**src/rtl/branch_redirect_ctrl_if.sv**
```systemverilog
// Fetch lookup, branch resolution and PC redirect signals shared by the core front end and the
// redirect controller; slave is the controller side, master is the core/fetch side.
interface branch_redirect_ctrl_if #(
   parameter int CNT_W = 16
);
   logic [31:0]      fetch_pc;
   logic             pred_taken;
   logic             resolve_valid;
   logic             resolve_ready;
   logic [31:0]      resolve_pc;
   logic [4:0]       resolve_brop;
   logic             resolve_taken;
   logic             resolve_pred;
   logic [31:0]      resolve_target;
   logic [31:0]      resolve_fallthru;
   logic             redirect_valid;
   logic             redirect_ack;
   logic [31:0]      redirect_pc;
   logic             flush;
   logic [CNT_W-1:0] branch_cnt;
   logic [CNT_W-1:0] mispred_cnt;

   modport slave (
      input  fetch_pc, resolve_valid, resolve_pc, resolve_brop, resolve_taken,
             resolve_pred, resolve_target, resolve_fallthru, redirect_ack,
      output pred_taken, resolve_ready, redirect_valid, redirect_pc, flush,
             branch_cnt, mispred_cnt
   );

   modport master (
      output fetch_pc, resolve_valid, resolve_pc, resolve_brop, resolve_taken,
             resolve_pred, resolve_target, resolve_fallthru, redirect_ack,
      input  pred_taken, resolve_ready, redirect_valid, redirect_pc, flush,
             branch_cnt, mispred_cnt
   );
endinterface

```
**src/rtl/branch_redirect_ctrl.sv**
```systemverilog
// BHT branch predictor with mispredict redirect/flush sequencing; prediction is combinational, redirect and flush appear one cycle after the accept.
// Resolutions are back-pressured (resolve_ready=0) from the mispredict accept until the flush window ends; redirect is held until acked.
module branch_redirect_ctrl #(
   parameter int BHT_ENTRIES  = 16,
   parameter int FLUSH_CYCLES = 2,
   parameter int CNT_W        = 16
) (
   input  logic                  clk,
   input  logic                  rst,
   branch_redirect_ctrl_if.slave bus
);
   localparam int IDX_W = $clog2(BHT_ENTRIES);
   localparam int FC_W  = (FLUSH_CYCLES > 1) ? $clog2(FLUSH_CYCLES) : 1;

   typedef enum logic [1:0] {
      S_IDLE,
      S_REDIRECT,
      S_FLUSH
   } state_t;

   state_t            r_state;
   state_t            w_state_nxt;
   logic [FC_W-1:0]   r_flush_cnt;
   logic [FC_W-1:0]   w_flush_cnt_nxt;
   logic              r_ready;
   logic              r_redirect_valid;
   logic [31:0]       r_redirect_pc;
   logic              r_flush;
   logic [CNT_W-1:0]  r_branch_cnt;
   logic [CNT_W-1:0]  r_mispred_cnt;
   logic [1:0]        r_bht [BHT_ENTRIES];

   logic [IDX_W-1:0]  w_fetch_idx;
   logic [IDX_W-1:0]  w_resolve_idx;
   logic              w_is_jump;
   logic              w_is_cond;
   logic              w_accept;
   logic              w_counted;
   logic              w_train;
   logic              w_mispred;
   logic              w_unused_bits;

   assign w_fetch_idx   = bus.fetch_pc[IDX_W+1:2];
   assign w_resolve_idx = bus.resolve_pc[IDX_W+1:2];
   assign w_unused_bits = ^{bus.fetch_pc[31:IDX_W+2], bus.fetch_pc[1:0],
                            bus.resolve_pc[31:IDX_W+2], bus.resolve_pc[1:0]};

   assign w_is_jump = (bus.resolve_brop == 5'b11111);
   assign w_is_cond = (bus.resolve_brop == 5'b01000) || (bus.resolve_brop == 5'b01001) ||
                      (bus.resolve_brop == 5'b01100) || (bus.resolve_brop == 5'b01101) ||
                      (bus.resolve_brop == 5'b01110) || (bus.resolve_brop == 5'b01111);

   assign w_accept  = bus.resolve_valid & r_ready;
   assign w_counted = w_accept & (w_is_jump | w_is_cond);
   assign w_train   = w_accept & w_is_cond;
   assign w_mispred = w_counted & (bus.resolve_taken != bus.resolve_pred);

   // Reads the registered table, so a same-cycle update is only visible next cycle.
   assign bus.pred_taken     = r_bht[w_fetch_idx][1];
   assign bus.resolve_ready  = r_ready;
   assign bus.redirect_valid = r_redirect_valid;
   assign bus.redirect_pc    = r_redirect_pc;
   assign bus.flush          = r_flush;
   assign bus.branch_cnt     = r_branch_cnt;
   assign bus.mispred_cnt    = r_mispred_cnt;

   always_comb begin
      w_state_nxt     = r_state;
      w_flush_cnt_nxt = r_flush_cnt;
      case (r_state)
         S_IDLE: begin
            if (w_mispred) w_state_nxt = S_REDIRECT;
         end
         S_REDIRECT: begin
            if (bus.redirect_ack) begin
               w_state_nxt     = S_FLUSH;
               w_flush_cnt_nxt = FC_W'(FLUSH_CYCLES - 1);
            end
         end
         S_FLUSH: begin
            if (r_flush_cnt == '0) w_state_nxt = S_IDLE;
            else                   w_flush_cnt_nxt = r_flush_cnt - FC_W'(1);
         end
         default: w_state_nxt = S_IDLE;
      endcase
   end

   // Outputs are registered from the next state so they line up with the state they describe.
   always_ff @(posedge clk or posedge rst) begin
      if (rst) begin
         r_state          <= S_IDLE;
         r_flush_cnt      <= '0;
         r_ready          <= 1'b1;
         r_redirect_valid <= 1'b0;
         r_flush          <= 1'b0;
      end else begin
         r_state          <= w_state_nxt;
         r_flush_cnt      <= w_flush_cnt_nxt;
         r_ready          <= (w_state_nxt == S_IDLE);
         r_redirect_valid <= (w_state_nxt == S_REDIRECT);
         r_flush          <= (w_state_nxt != S_IDLE);
      end
   end

   always_ff @(posedge clk or posedge rst) begin
      if (rst) begin
         r_redirect_pc <= '0;
      end else if (w_mispred) begin
         r_redirect_pc <= bus.resolve_taken ? bus.resolve_target : bus.resolve_fallthru;
      end
   end

   always_ff @(posedge clk or posedge rst) begin
      if (rst) begin
         r_branch_cnt  <= '0;
         r_mispred_cnt <= '0;
      end else begin
         if (w_counted && (r_branch_cnt != '1))  r_branch_cnt  <= r_branch_cnt + CNT_W'(1);
         if (w_mispred && (r_mispred_cnt != '1)) r_mispred_cnt <= r_mispred_cnt + CNT_W'(1);
      end
   end

   always_ff @(posedge clk or posedge rst) begin
      if (rst) begin
         for (int i = 0; i < BHT_ENTRIES; i++) r_bht[i] <= 2'b01;
      end else if (w_train) begin
         if (bus.resolve_taken && (r_bht[w_resolve_idx] != 2'b11))
            r_bht[w_resolve_idx] <= r_bht[w_resolve_idx] + 2'd1;
         else if (!bus.resolve_taken && (r_bht[w_resolve_idx] != 2'b00))
            r_bht[w_resolve_idx] <= r_bht[w_resolve_idx] - 2'd1;
      end
   end
endmodule

```
**src/flat_wrapper.sv**
```systemverilog
// flat-port wrapper written by rule: the top's interface ports become plain ports
module branch_redirect_ctrl_flat 
#(
   parameter int BHT_ENTRIES  = 16,
   parameter int FLUSH_CYCLES = 2,
   parameter int CNT_W        = 16
)
  (clk, rst, bus_fetch_pc, bus_resolve_valid, bus_resolve_pc, bus_resolve_brop, bus_resolve_taken, bus_resolve_pred, bus_resolve_target, bus_resolve_fallthru, bus_redirect_ack, bus_pred_taken, bus_resolve_ready, bus_redirect_valid, bus_redirect_pc, bus_flush, bus_branch_cnt, bus_mispred_cnt);
  branch_redirect_ctrl_if #(.CNT_W(CNT_W)) bus_i ();
  input  logic clk;
  input  logic rst;
  input wire logic [$bits(bus_i.fetch_pc)-1:0] bus_fetch_pc;
  input wire logic [$bits(bus_i.resolve_valid)-1:0] bus_resolve_valid;
  input wire logic [$bits(bus_i.resolve_pc)-1:0] bus_resolve_pc;
  input wire logic [$bits(bus_i.resolve_brop)-1:0] bus_resolve_brop;
  input wire logic [$bits(bus_i.resolve_taken)-1:0] bus_resolve_taken;
  input wire logic [$bits(bus_i.resolve_pred)-1:0] bus_resolve_pred;
  input wire logic [$bits(bus_i.resolve_target)-1:0] bus_resolve_target;
  input wire logic [$bits(bus_i.resolve_fallthru)-1:0] bus_resolve_fallthru;
  input wire logic [$bits(bus_i.redirect_ack)-1:0] bus_redirect_ack;
  output wire logic [$bits(bus_i.pred_taken)-1:0] bus_pred_taken;
  output wire logic [$bits(bus_i.resolve_ready)-1:0] bus_resolve_ready;
  output wire logic [$bits(bus_i.redirect_valid)-1:0] bus_redirect_valid;
  output wire logic [$bits(bus_i.redirect_pc)-1:0] bus_redirect_pc;
  output wire logic [$bits(bus_i.flush)-1:0] bus_flush;
  output wire logic [$bits(bus_i.branch_cnt)-1:0] bus_branch_cnt;
  output wire logic [$bits(bus_i.mispred_cnt)-1:0] bus_mispred_cnt;
  assign bus_i.fetch_pc = bus_fetch_pc;
  assign bus_i.resolve_valid = bus_resolve_valid;
  assign bus_i.resolve_pc = bus_resolve_pc;
  assign bus_i.resolve_brop = bus_resolve_brop;
  assign bus_i.resolve_taken = bus_resolve_taken;
  assign bus_i.resolve_pred = bus_resolve_pred;
  assign bus_i.resolve_target = bus_resolve_target;
  assign bus_i.resolve_fallthru = bus_resolve_fallthru;
  assign bus_i.redirect_ack = bus_redirect_ack;
  assign bus_pred_taken = bus_i.pred_taken;
  assign bus_resolve_ready = bus_i.resolve_ready;
  assign bus_redirect_valid = bus_i.redirect_valid;
  assign bus_redirect_pc = bus_i.redirect_pc;
  assign bus_flush = bus_i.flush;
  assign bus_branch_cnt = bus_i.branch_cnt;
  assign bus_mispred_cnt = bus_i.mispred_cnt;
  branch_redirect_ctrl #(.BHT_ENTRIES(BHT_ENTRIES), .FLUSH_CYCLES(FLUSH_CYCLES), .CNT_W(CNT_W)) u_core (.clk(clk), .rst(rst), .bus(bus_i));
endmodule
```
**config.mk**
```make
export PLATFORM = sky130hd
export DESIGN_NAME = branch_redirect_ctrl_flat
export DESIGN_NICKNAME = d
export VERILOG_FILES = /design/src/rtl/branch_redirect_ctrl_if.sv /design/src/rtl/branch_redirect_ctrl.sv /design/src/flat_wrapper.sv
export SDC_FILE = /design/constraint.sdc
export NUM_CORES = 1
export LEC_CHECK = 0
export CORE_ASPECT_RATIO = 2
export CORE_MARGIN = 10
export CORE_UTILIZATION = 45
export CTS_BUF_LIST = sky130_fd_sc_hd__clkbuf_4 sky130_fd_sc_hd__clkbuf_8
export DETAILED_ROUTE_END_ITERATION = 8
export GPL_ROUTABILITY_DRIVEN = 0
export PLACE_DENSITY = 0.83
export SYNTH_ARGS = -nofsm -noshare
export SYNTH_HDL_FRONTEND = slang
export SYNTH_SLANG_ARGS = --single-unit
```
**constraint.sdc**
```tcl
create_clock -name clk -period 5.5 [get_ports clk]
set_input_delay 0.825 -clock clk [delete_from_list [all_inputs] [get_ports clk]]
set_output_delay 0.825 -clock clk [all_outputs]
set_load 0.05 [all_outputs]
```
# Word-level counts from Yosys, hierarchy flattened
# Cells that the tools add are included.
dict set report totals {
  memories 0
  ramBits 0
  elab_cells 93
  latchBits 0
  rom_bits 0
  reg_bits 102
  out_inout_bits 68
  in_bits 139
}
dict set report classes {
  n_mux 20
  n_eq_ne 15
  n_lt_le_gt_ge 3
  reduce_logical 19
  n_addsub 5
  shift 0
  n_div 0
  n_mul 0
  n_bitwise 7
}
# op n
set op_table {}
lappend op_table {{two-way mux 32 bit} 3}
lappend op_table {{bitwise mux 32 bit} 2}
lappend op_table {{adder 16 x 1 -> 16 bit, second input constant} 2}
lappend op_table {{inequality test 16 bit, second input constant} 2}
lappend op_table {{equality test 5 x 4 -> 1 bit, second input constant} 6}
lappend op_table {{binary-select mux 2 bit (select 4 bit)} 2}
lappend op_table {{two-way mux 2 bit} 8}
lappend op_table {{>= comparator 5 bit, second input constant} 2}
lappend op_table {{NOT 4 -> 5 bit} 2}
lappend op_table {{demux 2 bit (select 4 bit)} 1}
lappend op_table {{nonzero test 2 bit} 4}
lappend op_table {{one-hot mux 2 bit (3 select lines)} 1}
lappend op_table {{equality test 5 bit, second input constant} 1}
lappend op_table {{logical AND 1 bit} 5}
lappend op_table {{logical OR 1 bit} 5}
lappend op_table {{< comparator 5 x 1 -> 1 bit, second input constant} 1}
lappend op_table {{bitwise AND 1 bit} 4}
lappend op_table {{equality test 2 x 1 -> 1 bit, second input constant} 2}
lappend op_table {{zero test 2 bit} 2}
lappend op_table {{inequality test 2 bit, second input constant} 2}
lappend op_table {{AND reduction 2 bit} 2}
lappend op_table {{adder 2 x 1 -> 2 bit, second input constant} 1}
lappend op_table {{equality test 2 bit, second input constant} 1}
lappend op_table {{two-way mux 1 bit} 2}
lappend op_table {{other kinds (6)} 6}

# Depth between registers and ports, before layout
# Gate-level depths: netlist of run 1.
dict set report logic_depth {
  ltp_word 12
  depth_mapped 10
  depth_no_buf 8
}

# Worst setup path after synthesis of run 1
# Ideal clock, no wire load.
dict set report synth_timing {
  path_type {input to register}
  start {input bus_resolve_pc[2]}
  end {register u_core.r_bht[13] (netlist bit)}
  path_slack_ns 1.976
  stages 9
  path_buffers 2
  arrival_ns 3.397
  required_time_ns 5.372
  setup_ns 0.128
  cell_sequence {buf_2 mux4_2 mux4_2 ha_1 mux2_4 nor4_4 buf_6 nand4b_1 mux2_1}
}
dict set report synth_via {
  elab_chain_cells 8
  elab_cells_between_ends 21
  cone_classes {add/sub: 2; order compare: 2; eq/ne: 1; mux: 9; bitwise: 1; reduce/logical: 6}
}
# element line_no
set synth_lines {}
lappend synth_lines {{start, declared} flat_wrapper.sv:14} ;# input wire logic [$bits(bus_i.resolve_pc)-1:0] bus_resolve_pc;
lappend synth_lines {{NOT 4 -> 5 bit (not written as such) *} -}
lappend synth_lines {{binary-select mux 2 bit (select 4 bit) (tied with other cells)} -}
lappend synth_lines {{two-way mux 2 bit (not written as such) or logical AND 1 bit (tied branches)} -}
lappend synth_lines {{two-way mux 2 bit (on tied branches)} -}
lappend synth_lines {{subtractor 2 x 1 -> 2 bit (tied with other cells)} branch_redirect_ctrl.sv:130} ;# r_bht[w_resolve_idx] <= r_bht[w_resolve_idx] - 2'd1;
lappend synth_lines {{bitwise mux 32 bit (tied with other cells)} branch_redirect_ctrl.sv:130}
lappend synth_lines {{two-way mux 32 bit or nonzero test 2 bit (tied branches)} -}
lappend synth_lines {{two-way mux 32 bit or AND reduction 2 bit (tied branches)} -}
lappend synth_lines {{end signal, assigned by index} branch_redirect_ctrl.sv:128} ;# r_bht[w_resolve_idx] <= r_bht[w_resolve_idx] + 2'd1;
lappend synth_lines {{end signal, assigned by index} branch_redirect_ctrl.sv:130}
lappend synth_lines {{end, declared} branch_redirect_ctrl.sv:31} ;# logic [1:0] r_bht [BHT_ENTRIES];
# Mark *: on every way between the ends. The rest lies on a longest branch, timed or not. The select of a mux whose other input is x is not followed.
# A chain may end at the register's enable or synchronous reset.

# Worst setup path in the final report of run 1
dict set report layout_timing {
  start {input bus_resolve_pc[2]}
  end {register u_core.r_bht[31] (netlist bit)}
}
# Same word-level chain as after synthesis.

==> impl_metrics.csv, run 1 <==
group,metric,value,unit
floorplanning,io_pins,207,
floorplanning,rows,54,
clocking,path_clk_slew,0.09,ns
floorplanning,die-area,0.0162,mm²
timing,grt_setup_unrepaired,"false",
finish,nFillCells,947,
logic_synthesis,synth.area.top_cells,"dfrtp_1, dfstp_2, mux4_2",
finish,area_growth,35.5,%
logic_synthesis,syn_nets,570,
finish,design_area,0.00687,mm²
global_routing,grt.overflow.total,0,
route,drc_errors,0,
route,viasPerCell,5.41,
floorplanning,initial_core_util,46.3,%
min_path,hold_depth,2,
setup_path,required,5.74,ns
logic_synthesis,async_flop_share,100,%
clocking,clk_path_buf_depth,2,
route,drtIter0Drc,126,
clocking,cts_setup_buffers,0,
route,dr.pass1.iters,4,
power,p_leak,2.99,nW
floorplanning,dieHeight,170,µm
setup_path,critPathKind,"in2reg",
timing,timing_hold_violations_final,0,
clocking,cts_max_level,3,
setup_path,end_kind,"flip-flop",
outcome,outcome,"complete, no violations",
setup_path,crit_fanout,16,
timing,setup_tns,0,ns
finish,drive_above_1_share,12.9,%
placement,dpl_cell_area,0.00668,mm²
setup_path,worst_setup_path_start_kind,"input pin",
setup_path,cp_data_arrival_time,4.75,ns
logic_synthesis,yosys_warnings,0,
clocking,cts-resized-gates,0,
logic_synthesis,synth_cells,427,
placement,port_buffers,150,
clocking,insertion_delay,0.36,ns
clocking,cts_root_buf,"clkbuf_8",
logic_synthesis,syn_area,0.00507,mm²
timing,slew_headroom,34.7,%
route,drtAntennaViolNets,0,
clocking,clock_sinks,102,
clocking,cts_tree,"done",
logic_synthesis,seq_area_frac_synth,50.8,%
floorplanning,core_area,0.0109,mm²
logic_synthesis,yosys.area.top_type_share,41.9,%
clocking,cts_hold_buf,0,
logic_synthesis,synth_enable_flop_cells,0,
logic_synthesis,ys_types,42,
logic_synthesis,yosysTopAreaCell,"dfrtp_1",
power,max-vdd-ir-drop,0.272,mV
setup_path,reg2reg_depth,7,
timing,tightest_slew,0.979,ns
floorplanning,chipWidth,95.1,µm
timing,fmax,0.222,GHz
global_routing,antenna_found_initial,0,
logic_synthesis,ys_ff_latch,102,
min_path,holdCritPathClass,"reg2reg",
timing,skew,0.0161,ns
global_routing,grt_pass1_vias,4179,
logic_synthesis,synth_ff_type,"dfrtp_1",
timing,slew_viol_final,0,
timing,fin_crit_sh,81.9,%
global_routing,grt_pass1_wl,21100,µm
global_routing,grtUsageTotal,16.4,%
timing,setup_viol,0,
finish,diodes,0,
route,num_vias,3866,
route,finalWirelength,13000,µm
clocking,cts_inserted_buffers,9,
flow_run,max-cap-violations,0,
power,p_per_area,349,mW/mm²
global_routing,grt_max_degree,81,
timing,period_minus_slack,4.50,ns
finish,fin_nets,712,
placement,dp.final_hpwl,10200,µm
logic_synthesis,synth_area_per_cell,11.9,µm²
route,post_drt_wl_per_cell,18.1,µm
-- critical path, stage by stage --
cell	delay, ns
clkdlybuf4s50_1	0.90
mux4_2	0.62
mux4_2	0.51
ha_1	0.23
mux2_4	0.28
nor4_4	0.65
and4bb_2	0.39
mux2_2	0.34
-- metrics by stage --
stage               utilization (%)  setup slack [ns]  instances  hold WS [ns]  total power [mW]
floorplan                         -              1.98        427         0.468              1.59
global placement               61.0             0.717        698         0.461              1.94
detailed placement             61.0             0.593        698         0.470              1.97
CTS                            62.8             0.984        714         0.490              2.43
global route                   62.8             0.816        714         0.504              2.52
finish                         62.8             0.996        714         0.487              2.40
-- final timing paths --
check | from | end | slack (ns)
max | bus_resolve_pc[2] | u_core.r_bht[31] | 1.0
min | u_core.bus.redirect_pc[20] | u_core.bus.redirect_pc[20] | 0.49
max reg2reg | flip-flop | u_core.r_bht[31] | 2.10
min reg2reg | u_core.bus.redirect_pc[20] | u_core.bus.redirect_pc[20] | 0.49
max in group asynchronous | rst | async pin | 3.55
min in group asynchronous | rst | u_core.bus.redirect_pc[9] | 0.91
-- cell usage after synthesis (12+ instances only) --
| library cell | count |
|---|---|
| nand2_1 | 44 |
| dfrtp_1 | 85 |
| dfstp_2 | 17 |
| o21ai_0 | 34 |
| mux4_2 | 15 |
| clkbuf_1 | 16 |
| nand3_1 | 13 |
| xnor2_1 | 24 |
| nor4_1 | 12 |
| xor2_1 | 23 |
| nand4_1 | 12 |
| mux2i_1 | 32 |
-- cell families after synthesis --
group,Yosys count,synth area share [%]
AO/OA/AOI/OAI,48,5.53
XOR/XNOR,47,8.12
adder cells (fa/ha/maj),4,0.987
buffers and inverters,30,2.57
flip-flops,102,50.8
multiplexers,68,17.7
AND/OR/NAND/NOR,128,14.3
-- power by group --
part	switching (mW)	internal (mW)	leakage [nW]	total, mW
Sequential	0.105	0.899	1.29	1.00
Clock	0.255	0.197	0.0968	0.452
Combinational	0.595	0.344	1.60	0.939
-- area by class of cell --
type / count / area [µm²] / area share (%)
well taps: 140 / 175 / 2.55
flip-flops and latches: 102 / 2570 / 37.5
multi-input cells: 295 / 2380 / 34.6
inverters: 7 / 28.8 / 0.419
clock buffers: 12 / 159 / 2.31
repair buffers: 154 / 1530 / 22.2
clock inverters: 4 / 30.0 / 0.437
-- layer usage --
metal	GRT usage, %	up-vias	routed length [µm]
met5	0	-	0
met4	6.09	0	269
met3	6.13	14	967
met2	29.9	129	7270
met1	16.0	1899	4450
li1	-	1824	-
-- placed cells by master, fill, tap and decap left out, types with 4 or more instances in the layout --
cell type / instances
clkdlybuf4s50_1: 149
dfrtp_1: 85
nand2_1: 44
o21ai_0: 34
mux2i_1: 32
xnor2_1: 24
xor2_1: 23
dfstp_2: 17
mux4_2: 15
nand3_1: 13
nand4_1: 12
nor4_1: 12
mux2_2: 11
clkbuf_8: 11
mux2_1: 9
nand4b_1: 8
nor2_1: 7
and3_1: 6
inv_1: 6
nor3_1: 5
o2111ai_1: 5
nor2b_1: 4
and4bb_2: 4
ha_1: 4
buf_4: 4
Power figures use the tool's default switching activity.
==> run 2: changes to the inputs <==
==> constraint.sdc (replaced) <==
create_clock -name clk -period 4.2 [get_ports clk]
set_input_delay 0.63 -clock clk [delete_from_list [all_inputs] [get_ports clk]]
set_output_delay 0.63 -clock clk [all_outputs]
set_load 0.05 [all_outputs]
==> impl_metrics.csv, run 2 (synthesized netlist as in run 1, its figures left out) <==
group,metric,value,unit
finish,fin_nets,717,
route,drtAntennaViolNets,0,
placement,dpl_cell_area,0.00673,mm²
setup_path,max_stage_delay,0.71,ns
outcome,outcome,"complete, no violations",
setup_path,end_kind,"primary output",
clocking,cts_max_level,3,
timing,holdWs,0.482,ns
route,dr.pass1.iters,4,
route,drtIter0Drc,148,
floorplanning,dieHeight,170,µm
clocking,cts_hold_buf,0,
clocking,cts-resized-gates,0,
setup_path,required,3.57,ns
clocking,path_clk_slew,0.09,ns
global_routing,grt_pass1_wl,21100,µm
finish,area_growth,36.1,%
finish,drive_above_1_share,13.3,%
floorplanning,core_area,0.0109,mm²
timing,grt_setup_unrepaired,"false",
timing,tightest_slew,1.08,ns
finish,final_core_util,63.0,%
route,drc_errors,0,
setup_path,cp_data_arrival_time,3.00,ns
global_routing,grt.overflow.total,0,
finish,final_cell_mix,"clkdlybuf4s50_1, dfrtp_1, nand2_1",
global_routing,antenna_found_initial,0,
timing,timing_hold_violations_final,0,
finish,diodes,0,
power,p_leak,3.01,nW
global_routing,met3_usage,6.26,%
floorplanning,io_pins,207,
timing,fmax,0.276,GHz
global_routing,grtUsageTotal,16.4,%
route,viasPerCell,5.39,
global_routing,use_met1,17.1,%
timing,fin_crit_sh,86.3,%
setup_path,crit_buf_inv,2,
placement,dp.cells,703,
finish,fin_cells,719,
flow_run,max-cap-violations,0,
finish,layout_commonest_cell,"clkdlybuf4s50_1",
timing,slew_viol_final,0,
floorplanning,rows,54,
finish,nFillCells,944,
power,p_per_area,449,mW/mm²
floorplanning,initial_core_util,46.3,%
timing,period_minus_slack,3.63,ns
clocking,insertion_delay,0.36,ns
placement,dp.final_hpwl,10200,µm
timing,slew_headroom,27.4,%
setup_path,cp_top_family,"buffers and inverters",
route,num_vias,3874,
timing,skew,0.0135,ns
route,finalWirelength,12900,µm
placement,port_buffers,150,
setup_path,crit_fanout,4,
clocking,cts_tree,"done",
clocking,cts_inserted_buffers,9,
setup_path,worst_setup_path_start_kind,"input pin",
floorplanning,die-area,0.0162,mm²
finish,design_area,0.00690,mm²
timing,setup_viol,0,
clocking,cts_root_buf,"clkbuf_8",
clocking,clk_path_buf_depth,2,
setup_path,crit_slowest_cell,"clkdlybuf4s50_1",
global_routing,busiest_layer,"met2",
clocking,cts_setup_buffers,0,
clocking,clock_sinks,102,
floorplanning,chipWidth,95.1,µm
power,max-vdd-ir-drop,0.294,mV
route,post_drt_wl_per_cell,18.0,µm
global_routing,grt_pass1_vias,4198,
setup_path,critPathKind,"in2out",
timing,setup_tns,0,ns
setup_path,cp_cell_sequence,"clkdlybuf4s50_1 -> mux4_2 -> mux4_2 -> clkdlybuf4s50_1",
min_path,holdCritPathClass,"reg2reg",
global_routing,grt_use_met2,29.0,%
global_routing,grt_max_degree,85,
## run 2: changes by cell type in the layout (fill, tap and decap cells not counted), sizes merged
cell    delta
buf        +5
clkinv     +2
clkbuf     -3
inv        +1
## run 2: layer usage
metal	routed length (µm)	up-vias
met3	1020	12
met2	7120	150
met1	4580	1864
met4	215	0
li1	-	1848
met5	0	-
## run 2: area by class of cell
class	count	area, µm²	share of cell area, %
multi-input cells	295	2380	34.4
clock buffers	9	124	1.80
well taps	140	175	2.54
flip-flops and latches	102	2570	37.3
repair buffers	159	1580	22.8
inverters	7	28.8	0.417
clock inverters	7	46.3	0.671
## run 2: worst paths after layout
path | cells past startpoint | end | startpoint | slack, ns
setup / recovery | 4 | bus_pred_taken | bus_fetch_pc[2] | 0.57
hold / removal | 2 | u_core.bus.redirect_pc[4] | u_core.bus.redirect_pc[4] | 0.48
setup reg to reg | 8 | u_core.r_bht[31] | flip-flop | 1.21
hold reg to reg | 2 | u_core.bus.redirect_pc[4] | u_core.bus.redirect_pc[4] | 0.48
max in group asynchronous | 3 | async pin | rst | 2.52
min in group asynchronous | 2 | u_core.bus.redirect_pc[15] | rst | 0.84
## run 2: power by group
part | leakage (nW) | internal, mW | total (mW) | switching (mW)
clock | 0.0855 | 0.217 | 0.553 | 0.336
sequential | 1.29 | 1.18 | 1.31 | 0.136
combinational | 1.63 | 0.453 | 1.23 | 0.780
total | 3.01 | 1.85 | 3.10 | 1.25
## run 2: stage by stage
| stage | worst slack, ns | power, mW |
|---|---|---|
| CTS | 0.555 | 3.14 |
| detailed placement | 0.227 | 2.58 |
| global route | 0.492 | 3.26 |
| finish | 0.574 | 3.10 |
| global placement | 0.260 | 2.55 |
| floorplan | 0.871 | 2.08 |
## run 2: tightest hold or removal path: cells and delay by family, from the launching register on
kind,cells,cell delay [ns]
flip-flops,1,0.35
AND/OR/NAND/NOR,1,0.05
AO/OA/AOI/OAI,1,0.06
